**config.mk**
```make
export PLATFORM = sky130hd
export DESIGN_NAME = shift_register_sequencer
export DESIGN_NICKNAME = d
export VERILOG_FILES = /design/src/rtl/shift_seq_pkg.sv /design/src/rtl/shift_seq_counter.sv /design/src/rtl/shift_register_sequencer.sv
export SDC_FILE = /design/constraint.sdc
export NUM_CORES = 1
export LEC_CHECK = 0
export BUFFER_PORTS_ARGS = -buffer_cell sky130_fd_sc_hd__buf_2
export CAP_MARGIN = 0
export CORE_MARGIN = 1.5
export CORE_UTILIZATION = 45
export CTS_BUF_LIST = sky130_fd_sc_hd__clkbuf_4 sky130_fd_sc_hd__clkbuf_8
export DETAILED_ROUTE_END_ITERATION = 16
export PLACE_DENSITY = 0.74
export SYNTH_ARGS = -nofsm -noshare
export SYNTH_HDL_FRONTEND = slang
export SYNTH_SLANG_ARGS = --single-unit
export TNS_END_PERCENT = 50
```
**constraint.sdc**
```tcl
create_clock -name clk_i -period 3.3 [get_ports clk_i]
set_clock_uncertainty 0.05 [all_clocks]
set_input_delay 0.495 -clock clk_i [delete_from_list [all_inputs] [get_ports clk_i]]
set_output_delay 0.495 -clock clk_i [all_outputs]
set_load 0.005 [all_outputs]
```
**src/rtl/shift_seq_pkg.sv**
```systemverilog
// ============================================================================
// Module   : shift_seq_pkg
// Brief    : Mode and FSM state encodings shared by the shift sequencer files.
// Revision : 1.0
// ============================================================================
`default_nettype none

package shift_seq_pkg;

  typedef enum logic [1:0] {
    MODE_SHL  = 2'b00,
    MODE_SHR  = 2'b01,
    MODE_NORM = 2'b10,
    MODE_ASR  = 2'b11
  } mode_e;

  typedef enum logic [1:0] {
    S_IDLE  = 2'b00,
    S_LOAD  = 2'b01,
    S_SHIFT = 2'b10,
    S_DONE  = 2'b11
  } state_e;

endpackage

`default_nettype wire

```
**src/rtl/shift_seq_counter.sv**
```systemverilog
// ============================================================================
// Module   : shift_seq_counter
// Brief    : Loadable saturating down-counter (remaining shifts) paired with an
//            up-counter (shifts performed); term_o flags remaining == 0.
// Revision : 1.0
// ============================================================================
`default_nettype none

module shift_seq_counter #(
  parameter int CW = 4
) (
  input  logic          clk_i,
  input  logic          rst_ni,
  input  logic          load_i,
  input  logic [CW-1:0] load_val_i,
  input  logic          dec_i,
  output logic [CW-1:0] remaining_o,
  output logic [CW-1:0] count_o,
  output logic          term_o
);

  logic [CW-1:0] remaining_q, remaining_d;
  logic [CW-1:0] count_q, count_d;

  always_comb begin
    remaining_d = remaining_q;
    count_d     = count_q;
    if (load_i) begin
      remaining_d = load_val_i;
      count_d     = '0;
    end else if (dec_i) begin
      // Saturate at zero so a stray decrement can never wrap.
      if (remaining_q != '0) remaining_d = remaining_q - 1'b1;
      count_d = count_q + 1'b1;
    end
  end

  always_ff @(posedge clk_i) begin
    if (!rst_ni) begin
      remaining_q <= '0;
      count_q     <= '0;
    end else begin
      remaining_q <= remaining_d;
      count_q     <= count_d;
    end
  end

  assign remaining_o = remaining_q;
  assign count_o     = count_q;
  assign term_o      = (remaining_q == '0);

endmodule

`default_nettype wire

```
**src/rtl/shift_register_sequencer.sv**
```systemverilog
// ============================================================================
// Module   : shift_register_sequencer
// Brief    : Sequences one load + N shifts on an external universal shift
//            register and returns the result with a done pulse.
//            Normalize mode (leading-one detect) is built only when
//            SHIFT_SEQ_NORMALIZE_EN is defined; otherwise mode 10 acts as 00.
//            rst_ni is a synchronous active-low reset.
// Revision : 1.0
// ============================================================================
`default_nettype none

module shift_register_sequencer
  import shift_seq_pkg::*;
#(
  parameter int W  = 8,
  parameter int CW = 4
) (
  input  logic          clk_i,
  input  logic          rst_ni,
  input  logic          start_i,
  output logic          ready_o,
  input  logic [1:0]    mode_i,
  input  logic [CW-1:0] amt_i,
  input  logic          fill_i,
  input  logic [W-1:0]  operand_i,
  output logic          usr_load_o,
  output logic          usr_shift_left_o,
  output logic          usr_shift_right_o,
  output logic          usr_shift_in_o,
  output logic [W-1:0]  usr_d_o,
  input  logic [W-1:0]  usr_q_i,
  output logic [W-1:0]  result_o,
  output logic [CW-1:0] shift_count_o,
  output logic          zero_o,
  output logic          done_o
);

  state_e         state_q;
  mode_e          mode_q;
  mode_e          mode_d;
  logic           fill_q;
  logic [W-1:0]   operand_q;
  logic [W-1:0]   result_q;
  logic           zero_q;

  logic           cnt_load_d;
  logic [CW-1:0]  amt_sat_d;
  logic           shift_d;
  logic           term_d;
  logic           norm_zero_d;
  logic           cnt_term;
  logic [CW-1:0]  remaining;
  logic [CW-1:0]  shift_count;

  assign amt_sat_d  = (amt_i > CW'(W)) ? CW'(W) : amt_i;
  assign cnt_load_d = (state_q == S_IDLE) && start_i;

`ifdef SHIFT_SEQ_NORMALIZE_EN
  assign mode_d = mode_e'(mode_i);
`else
  assign mode_d = (mode_e'(mode_i) == MODE_NORM) ? MODE_SHL : mode_e'(mode_i);
`endif

  shift_seq_counter #(.CW(CW)) u_counter (
    .clk_i       (clk_i),
    .rst_ni      (rst_ni),
    .load_i      (cnt_load_d),
    .load_val_i  (amt_sat_d),
    .dec_i       (shift_d),
    .remaining_o (remaining),
    .count_o     (shift_count),
    .term_o      (cnt_term)
  );

  always_comb begin
    term_d      = cnt_term;
    norm_zero_d = 1'b0;
`ifdef SHIFT_SEQ_NORMALIZE_EN
    // shift_count==0 marks the first SHIFT cycle; only then can Q be all-zero.
    if (mode_q == MODE_NORM) begin
      norm_zero_d = (shift_count == '0) && (usr_q_i == '0);
      term_d      = usr_q_i[W-1] || (shift_count == CW'(W-1)) || norm_zero_d;
    end
`endif
  end

  assign shift_d = (state_q == S_SHIFT) && !term_d;

  always_comb begin
    usr_shift_in_o = 1'b0;
    if (shift_d) begin
      case (mode_q)
        MODE_SHL, MODE_SHR: usr_shift_in_o = fill_q;
        MODE_ASR:           usr_shift_in_o = usr_q_i[W-1];
        default:            usr_shift_in_o = 1'b0;
      endcase
    end
  end

  always_comb begin
    usr_d_o = '0;
    if (state_q == S_LOAD)       usr_d_o = operand_q;
    else if (state_q == S_SHIFT) usr_d_o = usr_q_i;
  end

  assign usr_load_o        = (state_q == S_LOAD);
  assign usr_shift_left_o  = shift_d && ((mode_q == MODE_SHL) || (mode_q == MODE_NORM));
  assign usr_shift_right_o = shift_d && ((mode_q == MODE_SHR) || (mode_q == MODE_ASR));
  assign ready_o           = (state_q == S_IDLE);
  assign done_o            = (state_q == S_DONE);
  assign result_o          = result_q;
  assign zero_o            = zero_q;
  assign shift_count_o     = shift_count;

  always_ff @(posedge clk_i) begin
    if (!rst_ni) begin
      state_q   <= S_IDLE;
      mode_q    <= MODE_SHL;
      fill_q    <= 1'b0;
      operand_q <= '0;
      result_q  <= '0;
      zero_q    <= 1'b0;
    end else begin
      case (state_q)
        S_IDLE: begin
          if (start_i) begin
            mode_q    <= mode_d;
            fill_q    <= fill_i;
            operand_q <= operand_i;
            zero_q    <= 1'b0;
            state_q   <= S_LOAD;
          end
        end
        S_LOAD:  state_q <= S_SHIFT;
        S_SHIFT: begin
          if (term_d) begin
            result_q <= usr_q_i;
            zero_q   <= norm_zero_d;
            state_q  <= S_DONE;
          end
        end
        S_DONE:  state_q <= S_IDLE;
        default: state_q <= S_IDLE;
      endcase
    end
  end

  // remaining is consumed only through the counter's terminal flag.
  logic unused_remaining;
  assign unused_remaining = ^remaining;

endmodule

`default_nettype wire

```
==> results of run 1 <==
worst paths after layout:
check	endpoint	slack (ps)	cells after the start
max	usr_shift_in_o	950	5
min	operand_q[5]$_SDFFE_PN0P_	360	3
max reg2reg	result_o[6]$_SDFFE_PN0P_	1240	6
min reg2reg	operand_q[6]$_SDFFE_PN0P_	420	2
registers in the layout, indices dropped and copies added (netlist names):
register,cells
state_q,2
fill_q,1
result_o,8
operand_q,8
u_counter.remaining_o,4
mode_q,2
u_counter.count_o,4
cell families after synthesis:
kind of cell / count (synthesis) / share of synthesized area
other cells: 1 / 0.00261
xor+xnor: 4 / 0.0244
buf+inv: 14 / 0.0479
flops: 29 / 0.405
simple gates: 77 / 0.257
mux: 9 / 0.0636
fa+ha+maj: 7 / 0.0610
compound gates: 33 / 0.139
per-stage QoR:
stage	hold slack, ps	std cells
final	359	266
after global routing	351	266
after CTS	345	266
after detailed placement	408	259
after global placement	404	259
after floorplan	394	174
placed cells by master, fill, tap and decap left out, types with 2 or more instances in the layout:
| cell type | synthesis | layout |
|---|---|---|
| nor2_1 | 7 | 7 |
| ha_1 | 7 | 7 |
| clkbuf_4 | 0 | 6 |
| buf_2 | 1 | 51 |
| a21oi_1 | 8 | 8 |
| nand2_1 | 43 | 43 |
| xor2_1 | 3 | 3 |
| mux2i_1 | 8 | 8 |
| nor2b_1 | 11 | 11 |
| inv_1 | 4 | 4 |
| a21boi_0 | 11 | 11 |
| o21ai_0 | 12 | 12 |
| and3_1 | 2 | 2 |
| nand3_1 | 6 | 6 |
| dfxtp_1 | 29 | 29 |
routing by layer:
| metal | track usage | up-vias | routed length [um] |
|---|---|---|---|
| li1 | - | 672 | - |
| met1 | 0.229 | 569 | 1440 |
| met2 | 0.298 | 34 | 1330 |
| met3 | 0.0480 | 8 | 167 |
| met4 | 0.107 | 0 | 61 |
| met5 | 0 | - | 0 |
area by class of cell:
class | count | area, sq um
well taps | 44 | 55.1
flip-flops and latches | 29 | 581
clock buffers | 7 | 58.8
multi-input cells | 131 | 786
repair buffers | 51 | 255
inverters | 4 | 15.0
fillers | 316 | 1300
power breakdown:
part           internal [mW]  switching (mW)
logic                  0.195           0.297
registers              0.418          0.0506
clock network          0.109           0.120
total                  0.721           0.467
worst register-to-register path: cells and delay by family (launching register included):
family,cells,cell delay (ps)
and+or+nand+nor,3,650
adders and majority gates,1,570
DFF,1,350
muxes,1,250
buffers and inverters,1,110
==> impl_metrics.toml, run 1 <==
[floorplan]
boundaryPins = 53
core-area_sq_um = 3050
initial_core_util = 0.470
die_w_um = 59.5
die_y_um = 59.5
core.rowCount = 20
dieArea_sq_um = 3540

[clock_network]
cts.clk_slew.worst_paths_ps = 90
post_cts_resized = 0
clock-sinks = 29
hold_buffers = 0
cts_buffer_depth = 2
cts_tree = "built"
postCtsSetupBuffers = 0
cts_buffers = 5
htreeDepth = 2
clkLatencyLatePin_ps = 320
cts_root_buffer = "clkbuf_4"

[pwr]
power_density_nw_per_um2 = 679
p_total_mw = 1.19
p_leak_nw = 0.774
vdd_drop_max_v = 0.000540

[drt]
vias = 1283
first_pass_iters = 4
via_per_inst = 4.82
drcViolationCount = 0
wire_per_inst_um = 11.3
drt_iter0_drc = 30
drt-total-wl_mm = 3.00
ant_nets = 0

[critical_path]
path_buf_inv = 2
crit_type = "register to output pin"
critPathTopFamily = "adder cells"
startpoint = "state_q[0]$_SDFFE_PN0P_"
worst_path_largest_cell_delay_ps = 570
cp-start-kind = "register"
crit_fanout = 17
crit_path_cell_trace = "inv_1, ha_1, nand2_4, a21oi_1, buf_2"
r2r-start = "state_q[0]$_SDFFE_PN0P_"
critPathSlowestCell = "ha_1"
end_kind = "output pin"
required_ps = 2750
worst-endpoint-arrival_ps = 1810

[logic_synthesis]
synth_area_leaders = "dfxtp_1, nand2_1, ha_1"
postSynthCellCount = 174
synth_edf_count = 0
synth.avg_cell_area_sq_um = 8.25
synthTopCellsByCount = "nand2_1, dfxtp_1, o21ai_0, a21boi_0, nor2b_1"
yosysMostFrequentCell = "nand2_1"
ys_types = 30
synth_top_area_frac = 0.405
ys.flop_type = "dfxtp_1"
synth_nets = 207
asyncSetResetFlopFracSynth = 0
ys_warn_count = 0
netlist_area_sq_um = 1440
ys_ff_latch = 29
yosysSeqAreaShare = 0.405
yosys.area.top_type = "dfxtp_1"

[placement]
pre_cts_slack_ps = 1230
placed_cell_area_sq_um = 1690
gp_congestion = 0.757
hpwl_mm = 2.19
portBuffers = 51

[sta]
rsz0062_at_grt = "no"
fin_ws_ps = 946
finalHoldViolCount = 0
finalCritPeriodShare = 0.713
setup_tns_ps = 0
worst_pin_slew_ps = 624
drv_slew = 0
setup-violations-final = 0
fmax_mhz = 425
slew_headroom = 0.584
fin_crit_ps = 2350

[min_path]
min_path_type = "input port to register"
holdCritStartpoint = "operand_i[5]"

[global_routing]
grt_pass1_wl_mm = 4.89
grt_util_all_layers = 0.188
grt.overflow.total = 0
grt_max_degree = 28
antenna_found_initial = 0
grt_pass1_vias = 1163

[job]
cap_violations = 0

[finish]
nets = 255
syn2layout_area_growth_pct = 22.0
n_antenna_cell = 0
stdcell_area_sq_um = 1750
layout-drive-gt1-share = 0.275
postLayoutCoreUtil = 0.573

[run_status]
outcome = "finished clean"
(Power assumes the default switching activity.)
==> run 2: changes to the inputs <==
--- a/config.mk
+++ b/config.mk
@@ -11,7 +11,7 @@
 export CORE_UTILIZATION = 45
 export CTS_BUF_LIST = sky130_fd_sc_hd__clkbuf_4 sky130_fd_sc_hd__clkbuf_8
 export DETAILED_ROUTE_END_ITERATION = 16
-export PLACE_DENSITY = 0.74
+export PLACE_DENSITY = 0.77
 export SYNTH_ARGS = -nofsm -noshare
 export SYNTH_HDL_FRONTEND = slang
 export SYNTH_SLANG_ARGS = --single-unit
==> constraint.sdc (replaced) <==
create_clock -name clk_i -period 2 [get_ports clk_i]
set_clock_uncertainty 0.05 [all_clocks]
set_input_delay 0.3 -clock clk_i [delete_from_list [all_inputs] [get_ports clk_i]]
set_output_delay 0.3 -clock clk_i [all_outputs]
set_load 0.005 [all_outputs]
==> run 2 against run 1 <==
  * Via count rose by 4.0%
  * Register-to-register slack lost 980 ps
  * Power grew 84%
  * Final cell count up 3.4%
  * Worst hold slack got worse by 200 ps
  * Critical path type unchanged
  * Critical endpoint is now usr_shift_right_o
  * Largest cell class unchanged
  * Highest routed layer unchanged
==> impl_metrics.toml, run 2 (same netlist as run 1, synthesis figures left out) <==
[sta]
setup_tns_ps = 0
setup-violations-final = 0
fin_crit_ps = 1930
drv_slew = 0
fin_ws_ps = 68.6
finalCritPeriodShare = 0.966
rsz0062_at_grt = "no"
fmax_mhz = 518
finalHoldViolCount = 0

[finish]
n_antenna_cell = 0
nets = 264
final_common_cell = "buf_2"
fill_cells = 292
mostFrequentLayoutCells = "buf_2, nand2_1, dfxtp_1"
instances_no_fill = 275
layout-drive-gt1-share = 0.346
syn2layout_area_growth_pct = 29.6

[floorplan]
core.rowCount = 20
boundaryPins = 53
core-area_sq_um = 3050
die_y_um = 59.5
initial_core_util = 0.470
dieArea_sq_um = 3540
die_w_um = 59.5

[pwr]
p_leak_nw = 0.815
power_density_nw_per_um2 = 1170
vdd_drop_max_v = 0.000784

[placement]
place_inst = 263
gp_congestion = 0.760
portBuffers = 51
pre_cts_slack_ps = 188
hpwl_mm = 2.17

[clock_network]
cts.clk_slew.worst_paths_ps = 90
cts_root_buffer = "clkbuf_4"
hold_buffers = 0
htreeDepth = 2
cts_buffers = 5
cts_tree = "built"
clkLatencyLatePin_ps = 330
cts_buffer_depth = 2
clock-sinks = 29

[critical_path]
rrSetupSlack_ps = 260
worst_path_largest_cell_delay_ps = 410
critPathSlowestCell = "or3b_4"
crit_path_cell_trace = "inv_2, ha_4, or3b_4, and3_4, buf_2"
reg2reg_depth = 7
end_kind = "output pin"
crit_fanout = 4
timing.rr.end = "u_counter.remaining_o[1]$_SDFFE_PN0P_"
path_buf_inv = 2
r2r-start = "u_counter.remaining_o[1]$_SDFFE_PN0P_"
worst-endpoint-arrival_ps = 1580
required_ps = 1650
critPathTopFamily = "simple AND/OR/NAND/NOR gates"
startpoint = "u_counter.remaining_o[1]$_SDFFE_PN0P_"
cp-start-kind = "register"
crit_type = "register to output pin"

[drt]
vias = 1334
ant_nets = 0
drcViolationCount = 0
drt-total-wl_mm = 3.23
via_per_inst = 4.85
wire_per_inst_um = 11.7
first_pass_iters = 4
drt_iter0_drc = 38

[global_routing]
grt_util_all_layers = 0.188
grt_max_degree = 28
antenna_found_initial = 0
grt.overflow.total = 0
grt_pass1_wl_mm = 4.81
grt_pass1_vias = 1098

[min_path]
min_path_type = "input port to register"
holdCritStartpoint = "operand_i[3]"
holdPathStages = 3
hold_end = "operand_q[3]$_SDFFE_PN0P_"

[run_status]
outcome = "finished clean"

[job]
cap_violations = 0
run 2: repair_timing:
| item | CTS | global route |
|---|---|---|
| gates cloned | 0 | 0 |
| endpoints found under the setup margin | 9 | 9 |
| buffers inserted | 2 | 3 |
| resized for setup | 5 | 8 |
| pin swaps | 1 | 1 |
run 2: where the power goes:
group          internal (mW)  total (mW)  switching [mW]
Sequential             0.692       0.787          0.0951
Clock                  0.179       0.375           0.196
Combinational          0.471        1.02           0.550
run 2: per-layer routing:
metal	track usage	wire length, um	vias to the layer above
met4	0.123	69	0
met1	0.245	1420	583
met3	0.0480	216	7
met2	0.272	1530	58
met5	0	0	-
li1	-	-	686
run 2: area by class of cell:
class | count | area, sq um | share of cell area
timing repair buffer | 60 | 327 | 0.176
sequential | 29 | 583 | 0.314
multi-input combinational | 131 | 821 | 0.441
tap | 44 | 55.1 | 0.0296
inverter | 4 | 15.0 | 0.00808
clock buffer | 7 | 58.8 | 0.0316
run 2: worst max-delay path by stage:
stage	to	slack (ps)	depth (start not counted)
2_1_floorplan	u_counter.remaining_o[1]$_SDFFE_PN0P_	320	7
3_3_place_gp	u_counter.remaining_o[1]$_SDFFE_PN0P_	250	6
3_5_place_dp	u_counter.remaining_o[1]$_SDFFE_PN0P_	190	6
4_1_cts	usr_shift_right_o	10	5
5_1_grt	usr_d_o[0]	0.3	5
6_report	usr_shift_right_o	70	5
run 2: per-stage QoR:
step	power (mW)	instance area, sq um	hold WS, ps	util
floorplan	1.40	1440	367	-
global placement	1.64	1720	402	0.564
detailed placement	1.66	1720	408	0.564
CTS	2.10	1810	153	0.593
global route	2.35	1860	151	0.609
finish	2.18	1860	160	0.609
run 2: worst register-to-register path, cell delays in order (launching register included):
cell     delay [ps]
dfxtp_2         330
inv_2            70
ha_4            130
or3b_4          410
nand2_4         110
buf_4           110
mux2_1          310
o32ai_1         120
